## src/rtl/gpr_retire_clear_queue_pkg.sv

```systemverilog
// Shared issue-stage defines used by the GPR retire clear queue.
// Holds the operand encoding fields, register file address widths, the
// layout of one queued retire entry, and a size-to-dword-mask helper.
package gpr_retire_clear_queue_pkg;

  localparam int ISSUE_OP_VALID_H      = 11;
  localparam int ISSUE_OP_VALID_VGPR_L = 10;
  localparam int ISSUE_OP_VALID_SGPR_L = 9;

  localparam logic [1:0] ISSUE_VALID_VGPR_ID = 2'b10;
  localparam logic [2:0] ISSUE_VALID_SGPR_ID = 3'b110;

  localparam int VGPR_ADDR_LENGTH = 10;
  localparam int SGPR_ADDR_LENGTH = 9;

  // One queued clear. SGPR addresses are zero-extended into the VGPR-wide field.
  typedef struct packed {
    logic                        is_vgpr;
    logic [VGPR_ADDR_LENGTH-1:0] addr;
    logic [3:0]                  mask;
  } retire_entry_t;

  localparam int RETIRE_ENTRY_W = $bits(retire_entry_t);

  // size[1] selects 4 dwords, else size[0] selects 2 dwords, else 1 dword.
  function automatic logic [3:0] size_to_mask(input logic [1:0] size);
    if (size[1])      return 4'b1111;
    else if (size[0]) return 4'b0011;
    else              return 4'b0001;
  endfunction

endpackage

```

## src/rtl/gpr_retire_entry_encode.sv

```systemverilog
// Classifies one retire event's destination operand and builds its queue entry.
// Ports:
//   op    - 12-bit issue operand encoding of the destination
//   size  - writeback size code
//   drop  - operand is neither VGPR nor SGPR (constant/literal/special)
//   entry - {is_vgpr, addr, mask} ready to be written into the queue
module gpr_retire_entry_encode
  import gpr_retire_clear_queue_pkg::*;
(
  input  logic [ISSUE_OP_VALID_H:0] op,
  input  logic [1:0]                size,
  output logic                      drop,
  output retire_entry_t             entry
);

  logic is_vgpr;
  logic is_sgpr;

  assign is_vgpr = (op[ISSUE_OP_VALID_H:ISSUE_OP_VALID_VGPR_L] == ISSUE_VALID_VGPR_ID);
  assign is_sgpr = (op[ISSUE_OP_VALID_H:ISSUE_OP_VALID_SGPR_L] == ISSUE_VALID_SGPR_ID);

  assign drop          = !is_vgpr && !is_sgpr;
  assign entry.is_vgpr = is_vgpr;
  assign entry.addr    = is_vgpr ? op[VGPR_ADDR_LENGTH-1:0]
                                 : {1'b0, op[SGPR_ADDR_LENGTH-1:0]};
  assign entry.mask    = size_to_mask(size);

endmodule

```

## src/rtl/gpr_retire_clear_queue.sv

```systemverilog
// Retire-side producer for the issue-stage GPR busy table.
// Collects up to two writeback completion events per cycle (A: vector-memory,
// B: scalar-memory), queues them in order, and drains them onto the busy
// table's VGPR and SGPR LSU clear ports (at most one clear per file per cycle).
// Ports:
//   clk, rst                      - clock, synchronous active-low reset
//   a_valid/a_reg/a_size/a_ready  - channel A retire event handshake
//   b_valid/b_reg/b_size/b_ready  - channel B retire event handshake
//   f_vgpr_lsu_dest_reg_addr/valid - VGPR clear port (base address, dword mask)
//   f_sgpr_lsu_dest_reg_addr/valid - SGPR clear port (base address, dword mask)
//   queue_count                   - current occupancy
//   queue_overflow                - sticky: enqueue accepted with no free slot
module gpr_retire_clear_queue
  import gpr_retire_clear_queue_pkg::*;
#(
  parameter int DEPTH = 8,
  parameter int PTR_W = $clog2(DEPTH)
) (
  input  logic                        clk,
  input  logic                        rst,
  input  logic                        a_valid,
  input  logic [ISSUE_OP_VALID_H:0]   a_reg,
  input  logic [1:0]                  a_size,
  output logic                        a_ready,
  input  logic                        b_valid,
  input  logic [ISSUE_OP_VALID_H:0]   b_reg,
  input  logic [1:0]                  b_size,
  output logic                        b_ready,
  output logic [VGPR_ADDR_LENGTH-1:0] f_vgpr_lsu_dest_reg_addr,
  output logic [3:0]                  f_vgpr_lsu_dest_reg_valid,
  output logic [SGPR_ADDR_LENGTH-1:0] f_sgpr_lsu_dest_reg_addr,
  output logic [3:0]                  f_sgpr_lsu_dest_reg_valid,
  output logic [PTR_W:0]              queue_count,
  output logic                        queue_overflow
);

  localparam logic [PTR_W:0]   DEPTH_C    = (PTR_W+1)'(DEPTH);
  localparam logic [PTR_W:0]   DEPTH_M1_C = (PTR_W+1)'(DEPTH - 1);
  localparam logic [PTR_W+1:0] DEPTH_W_C  = (PTR_W+2)'(DEPTH);

  logic [RETIRE_ENTRY_W-1:0] mem [DEPTH];
  logic [PTR_W-1:0]          rd_ptr;
  logic [PTR_W-1:0]          wr_ptr;
  logic [PTR_W:0]            count;

  logic          drop_a, drop_b;
  retire_entry_t ent_a, ent_b;
  logic          enq_a, enq_b;
  logic [1:0]    enq_n;
  logic [1:0]    deq_n;
  logic          pair;
  logic          overflow_now;
  retire_entry_t h0, h1;

  gpr_retire_entry_encode u_enc_a (.op(a_reg), .size(a_size), .drop(drop_a), .entry(ent_a));
  gpr_retire_entry_encode u_enc_b (.op(b_reg), .size(b_size), .drop(drop_b), .entry(ent_b));

  // Ready looks only at registered occupancy; A is allowed one slot deeper than B.
  assign a_ready = (count < DEPTH_C);
  assign b_ready = (count < DEPTH_M1_C);

  // Dropped operands complete the handshake but never occupy a slot.
  assign enq_a = a_valid && a_ready && !drop_a;
  assign enq_b = b_valid && b_ready && !drop_b;
  assign enq_n = {1'b0, enq_a} + {1'b0, enq_b};

  assign overflow_now = ((PTR_W+2)'(count) + (PTR_W+2)'(enq_n)) > DEPTH_W_C;

  assign h0 = retire_entry_t'(mem[rd_ptr]);
  assign h1 = retire_entry_t'(mem[rd_ptr + PTR_W'(1)]);

  // The second entry can ride along only when it targets the other register file.
  assign pair = (count[PTR_W:1] != '0) && (h1.is_vgpr != h0.is_vgpr);

  always_comb begin
    // NOTE: every output gets a default first so no path leaves it unassigned (no latch).
    f_vgpr_lsu_dest_reg_addr  = '0;
    f_vgpr_lsu_dest_reg_valid = '0;
    f_sgpr_lsu_dest_reg_addr  = '0;
    f_sgpr_lsu_dest_reg_valid = '0;
    deq_n                     = 2'd0;
    if (count != '0) begin
      deq_n = pair ? 2'd2 : 2'd1;
      if (h0.is_vgpr) begin
        f_vgpr_lsu_dest_reg_addr  = h0.addr;
        f_vgpr_lsu_dest_reg_valid = h0.mask;
        if (pair) begin
          f_sgpr_lsu_dest_reg_addr  = h1.addr[SGPR_ADDR_LENGTH-1:0];
          f_sgpr_lsu_dest_reg_valid = h1.mask;
        end
      end else begin
        f_sgpr_lsu_dest_reg_addr  = h0.addr[SGPR_ADDR_LENGTH-1:0];
        f_sgpr_lsu_dest_reg_valid = h0.mask;
        if (pair) begin
          f_vgpr_lsu_dest_reg_addr  = h1.addr;
          f_vgpr_lsu_dest_reg_valid = h1.mask;
        end
      end
    end
  end

  // NOTE: non-blocking assignments on all state so every register samples pre-edge values.
  always_ff @(posedge clk) begin
    if (!rst) begin
      rd_ptr         <= '0;
      wr_ptr         <= '0;
      count          <= '0;
      queue_overflow <= 1'b0;
    end else begin
      rd_ptr <= rd_ptr + PTR_W'(deq_n);
      wr_ptr <= wr_ptr + PTR_W'(enq_n);
      count  <= count + (PTR_W+1)'(enq_n) - (PTR_W+1)'(deq_n);
      if (overflow_now) queue_overflow <= 1'b1;
    end
  end

  // NOTE: storage is not reset; occupancy alone decides which slots are meaningful.
  // A lands first; B takes the following slot when both enqueue together.
  always_ff @(posedge clk) begin
    if (rst && enq_a) mem[wr_ptr] <= ent_a;
    if (rst && enq_b) mem[wr_ptr + PTR_W'(enq_a)] <= ent_b;
  end

  assign queue_count = count;

endmodule

```

## config.mk

```make
export PLATFORM = sky130hd
export DESIGN_NAME = gpr_retire_clear_queue
export DESIGN_NICKNAME = d
export VERILOG_FILES = /design/src/rtl/gpr_retire_clear_queue_pkg.sv /design/src/rtl/gpr_retire_entry_encode.sv /design/src/rtl/gpr_retire_clear_queue.sv
export SDC_FILE = /design/constraint.sdc
export NUM_CORES = 1
export LEC_CHECK = 0
export ABC_AREA = 1
export BUFFER_PORTS_ARGS = -buffer_cell sky130_fd_sc_hd__buf_2
export CORE_AREA = 4 4 109 152
export DETAILED_ROUTE_END_ITERATION = 16
export DIE_AREA = 0 0 113 156
export PLACE_DENSITY = 0.84
export RECOVER_POWER = 25
export SLEW_MARGIN = 20
export SYNTH_ARGS = -nofsm -noshare
export SYNTH_HDL_FRONTEND = slang
export SYNTH_SLANG_ARGS = --single-unit
```

## constraint.sdc

```tcl
create_clock -name clk -period 3.4 [get_ports clk]
set_clock_uncertainty 0.2 [all_clocks]
set_input_delay 0.68 -clock clk [delete_from_list [all_inputs] [get_ports clk]]
set_output_delay 0.68 -clock clk [all_outputs]
set_load 0.01 [all_outputs]
```

After elaboration in Yosys (flattened, before gate mapping)

Memories as Yosys holds them, arrays and structs flattened. A register that Yosys moved wholly into a read port is not among the register bits.
Index checks and enable logic that the tools add are counted.

Register bits: 11
Bits in writable memories: 120
Input port bits: 32
Output and inout port bits: 34
Logic and storage cells: 62
Memories kept: 1

Add/sub/neg operators: 8
Order comparisons: 3
Equal/unequal tests: 5
Muxes and demuxes: 24
Reductions and logical operators: 17

Memory list:

| name | words | width | read ports | clocked after memory_dff | wr ports | line                         | text |
|---|---|---|---|---|---|---|---|
| mem  | 8     | 15    | 2          | 1                        | 2        | gpr_retire_clear_queue.sv:41 | `logic [RETIRE_ENTRY_W-1:0] mem [DEPTH];` |

Operator list:

| kind                | count |
|---|---|
| $mux 10             | 5 |
| $mux 4              | 7 |
| $mux 9              | 3 |
| $logic_and 1x1->1   | 9 |
| $mux 2              | 4 |
| $add 3x2->3         | 2 |
| $eq 3x3->1 const B  | 2 |
| $logic_not 1->1     | 6 |
| $add 4x2->5         | 1 |
| $gt 5x4->1 const B  | 1 |
| $add 4x2->4         | 1 |
| $eq 2x2->1 const B  | 2 |
| $lt 4x3->1 const B  | 1 |
| $lt 4x4->1 const B  | 1 |
| $mux 1              | 4 |
| $reduce_bool 4->1   | 1 |
| $sub 4x2->4         | 1 |
| $add 3x1->3         | 1 |
| $add 3x1->3 const B | 1 |
| $mux 3              | 1 |
| $reduce_bool 3->1   | 1 |
| $add 1x1->2         | 1 |
| $ne 1x1->1          | 1 |

Longest topological paths before layout

Word-level depth: 8
Gate-level depth with buffers: 19
Mapped depth without buffers: 18

Hierarchy

Synthesis repeated with hierarchy kept, for this count alone.

Cell total of the unflattened synthesis: 1234
Area, all modules: 8879.8 µm²

By module, submodules not included:

| module                  | instances | cells each | area each (µm²) | sequential area each (µm²) |
|---|---|---|---|---|
| gpr_retire_clear_queue  | 1         | 1190       | 8604.5          | 3823.7 |
| gpr_retire_entry_encode | 2         | 22         | 137.6           | 0.0 |

Worst setup path after synthesis

Ideal clock, no wire load.

Path kind: input-to-reg
From: input b_reg[10]
To: register count[3], in the netlist queue_count[3]
Library setup time: 70 ps
Arrival time: 3094 ps
Required time: 3130 ps
Setup slack: 36 ps
Stages on the path: 14
Path buffers: 2
Path through: inv_1 o21ai_1 nor3_4 buf_2 buf_2 ha_1 inv_1 fa_1 inv_1 ha_1 a21o_1 a21oi_1 o21ai_0 a21oi_1

Word-level cells in the longest chain between the ends: 8
Elaborated cells between the ends (all ways): 10
Those cells by class: add/sub (3); eq/ne (2); reduce/logical (5)

RTL lines:

| item                                            | line                                                         | text |
|---|---|---|
| start: declaration                              | gpr_retire_clear_queue.sv:26                                 | `input logic [ISSUE_OP_VALID_H:0] b_reg,` |
| $eq 3x3->1 / $eq 2x2->1 (equally long branches) | gpr_retire_entry_encode.sv:20, gpr_retire_entry_encode.sv:19 |  |
| $logic_not 1->1                                 | gpr_retire_entry_encode.sv:22                                | `assign drop = !is_vgpr && !is_sgpr;` |
| $logic_and 1x1->1 *                             | gpr_retire_entry_encode.sv:22                                |  |
| $logic_not 1->1 *                               | gpr_retire_clear_queue.sv:64                                 | `assign enq_b = b_valid && b_ready && !drop_b;` |
| $logic_and 1x1->1 *                             | gpr_retire_clear_queue.sv:64                                 |  |
| $add 1x1->2 *                                   | gpr_retire_clear_queue.sv:65                                 | `assign enq_n = {1'b0, enq_a} + {1'b0, enq_b};` |
| $add 4x2->4 *                                   | gpr_retire_clear_queue.sv:112                                | `count <= count + (PTR_W+1)'(enq_n) - (PTR_W+1)'(deq_n);` |
| $sub 4x2->4 *                                   | gpr_retire_clear_queue.sv:112                                |  |
| end signal: assignment                          | gpr_retire_clear_queue.sv:112                                |  |
| end: declaration                                | gpr_retire_clear_queue.sv:44                                 | `logic [PTR_W:0] count;` |

Mark *: on every way between the ends. The rest lies on a longest branch, timed or not.
A chain may end at the register's enable or synchronous reset.

==> metrics.txt <==
status finished clean; vias 8352; CTS sink cnt 115; Max Root-Sink Buffers 2; minimum clock period 3.19 ns; number of iterations in the first detailed-routing pass 6; gr ovfl total 0; CTS tree yes; ys async rst share 0; met3 WL post-DR 2870 um; final WL 25300 um; DR vias/cell 6.18; flops & latches, synth 115; reg2reg start queue_count[3]; share of power burned in registers 0.221; Final Net Count 1198; gr usage total 0.286; Final Hold Fails 0; Worst-Margin Slew 1.18 ns; Reg2Reg Setup Slack 0.21 ns; hold crit path type flop to flop; per-cell routed wire length 18.8 um; Leak 4.20 nW; die height 156 um; Yosys top cell by area edfxtp_1; CP Launch Type flop; Synth Flop Type edfxtp_1; antenna cells 0; Pins Over Slew Limit 0; final RePlAce weighted congestion 0.875; global-route wire length before repair 39700 um; internal power 4.36 mW; clock power share 0.250; met2 WL 11800 um; drt initial violations 1410; Yosys warning count 0; share of cells above drive strength 1 0.140; reg-to-reg endpoint mem[0][4]; Slew headroom 0.216; initial antenna violation count 0; Area after DPL 8640 um2; worst reg-to-reg path cell count 10; final period utilization 0.940; vias in the first global route 7475; Starting Density 0.548; max_cap viols 0; Sum Neg Setup Slack 0 ns; share of the synthesized area in the top cell type 0.379; Hold Crit Depth 2; Worst Path Max Fanout 113; post-DP HPWL 16800 um; Peak VDD IR 0.000755 V; DIE AREA 17600 um2; CTS root buf clkbuf_16; Metal-1 WL 9480 um; sequential share of the synthesized area 0.405; synthesized instance count 1125; Syn Area/Cell 7.33 um2; post-route cell area 9280 um2; DRC Markers 0; largest net degree at the start of global routing 114; Critical Path AT 3.15 ns; Core ar. 15100 um2; I/O pins 66; Hold Path Origin queue_overflow; crit end category flop; post-synth cell types 39; EDFF count, synth 104; hold_buf cts 0; syn_nets 1177; top-count cell post-synth nand2_1; Clock Latency Late Sink 0.41 ns; CTS buffer count 17; PD cells 832 nW/um2; H-tree levels 4; Routed Antenna Nets 0; Crit path required time 3.35 ns; Post-Syn Area 8250 um2; Fill cells 1220; Top Layer Used met4; chip width 113 um; Port Buf Inserts 65; Layout area overhead 12.5%; P_sw 3.36 mW; CP Class flop to flop; largest cells by area after synthesis edfxtp_1 (38%), nand2_1 (19%), nand4_1 (8.0%); Combinational Power Share 0.529; endpoints failing setup 0; clock slew at reported path FFs 0.05 ns; Worst Hold End queue_overflow; RSZ-0062 raised after global routing false; switching part of the total power 0.436; # rows 53; FMAX 0.313 GHz; commonest cells in the synthesized netlist nand2_1 (426), nand3_1 (107), nand4_1 (105)
stage by stage:
step,instances,utilization,hold WS (ns),setup WS (ns),power (mW)
after global placement,1318,0.574,0.326,0.299,5.64
after detailed placement,1318,0.574,0.321,0.240,5.71
after global routing,1351,0.617,0.376,0.000851,8.29
after CTS,1350,0.616,0.342,0.0153,7.64
final,1351,0.617,0.336,0.206,7.72
after floorplan,1125,-,0.345,0.0360,4.67
worst max-delay path: stages (launching register included):
cell      delay, ns
dfxtp_1        0.38
inv_2          0.10
ha_1           0.19
inv_1          0.06
o31ai_2        0.08
nor3_4         0.14
clkbuf_4       0.93
nand3_1        0.20
clkbuf_2       0.38
nand2_1        0.16
nand2_1        0.07
sequential cells by signal, summed over array words and instances, names as in the netlist:
register and flops:
mem 104, queue_count 4, rd_ptr 3, wr_ptr 3
queue_overflow 1
cell usage in the layout, fill, tap and decap left out, drive strengths merged, types with 3 or more instances in the layout:
cell type and n:
a21oi 27, a22oi 3, a31oi 20, a32oi 8
buf 97, bufinv 5, clkbuf 34, clkinv 5
clkinvlp 3, dfxtp 11, edfxtp 104, fa 5
ha 15, inv 61, nand2 428, nand3 113
nand4 105, nor2 59, o211ai 3, o21ai 36
or2 6, xnor2 3, xor2 3
what timing repair did:
action	4_1_cts	5_1_grt
cloned	0	1
endpoints found under the setup margin	24	26
buffers inserted	0	0
gates resized for setup	2	13
layout make-up:
class	instances	area [um2]	share of cell area
clock buffer	22	454	0.0489
clock inverter	10	180	0.0194
inverter	63	240	0.0259
multi-input combinational	839	4120	0.444
sequential	115	3340	0.360
tap	192	240	0.0259
timing repair buffer	109	696	0.0749
timing repair inverter	1	7.51	0.000809
worst max-delay path by stage:
stage | startpoint | to | slack [ns] | depth (start not counted)
6_report | queue_count[3] | mem[0][4] | 0.21 | 10
4_1_cts | rd_ptr[0] | f_vgpr_lsu_dest_reg_addr[2] | 0.02 | 9
3_3_place_gp | rd_ptr[0] | queue_count[3] | 0.30 | 17
3_5_place_dp | rd_ptr[0] | queue_count[3] | 0.24 | 17
5_1_grt | queue_count[3] | mem[5][9] | 0.0009 | 10
2_1_floorplan | b_reg[10] | queue_count[3] | 0.04 | 14
kinds of logic (layout without fill, tap and decap cells):
group / Yosys count / after routing / share of synthesized area
DFF: 115 / 115 / 0.405
adders and majority gates: 20 / 20 / 0.0349
xor gates and xnor gates: 6 / 6 / 0.00819
AOI/OAI and AO/OA: 100 / 100 / 0.0707
buffers and inverters: 171 / 205 / 0.0936
and+or+nand+nor: 713 / 713 / 0.387
routing by layer:
metal  global-route usage  vias to the layer above
met4                0.134                        0
met1                0.381                     3739
met3               0.0539                      107
met2                0.451                      641
li1                     -                     3865
met5                    0                        -
power groups by stage:
| stage | registers [mW] | clock network (mW) | logic, mW |
|---|---|---|---|
| global route | 1.71 | 2.00 | 4.58 |
| global placement | 1.73 | 0 | 3.91 |
| CTS | 1.70 | 1.93 | 4.01 |
| finish | 1.71 | 1.93 | 4.08 |
| floorplan | 1.72 | 0 | 2.95 |
| detailed placement | 1.73 | 0 | 3.98 |
Note: power is estimated with default switching activity, not from simulation.
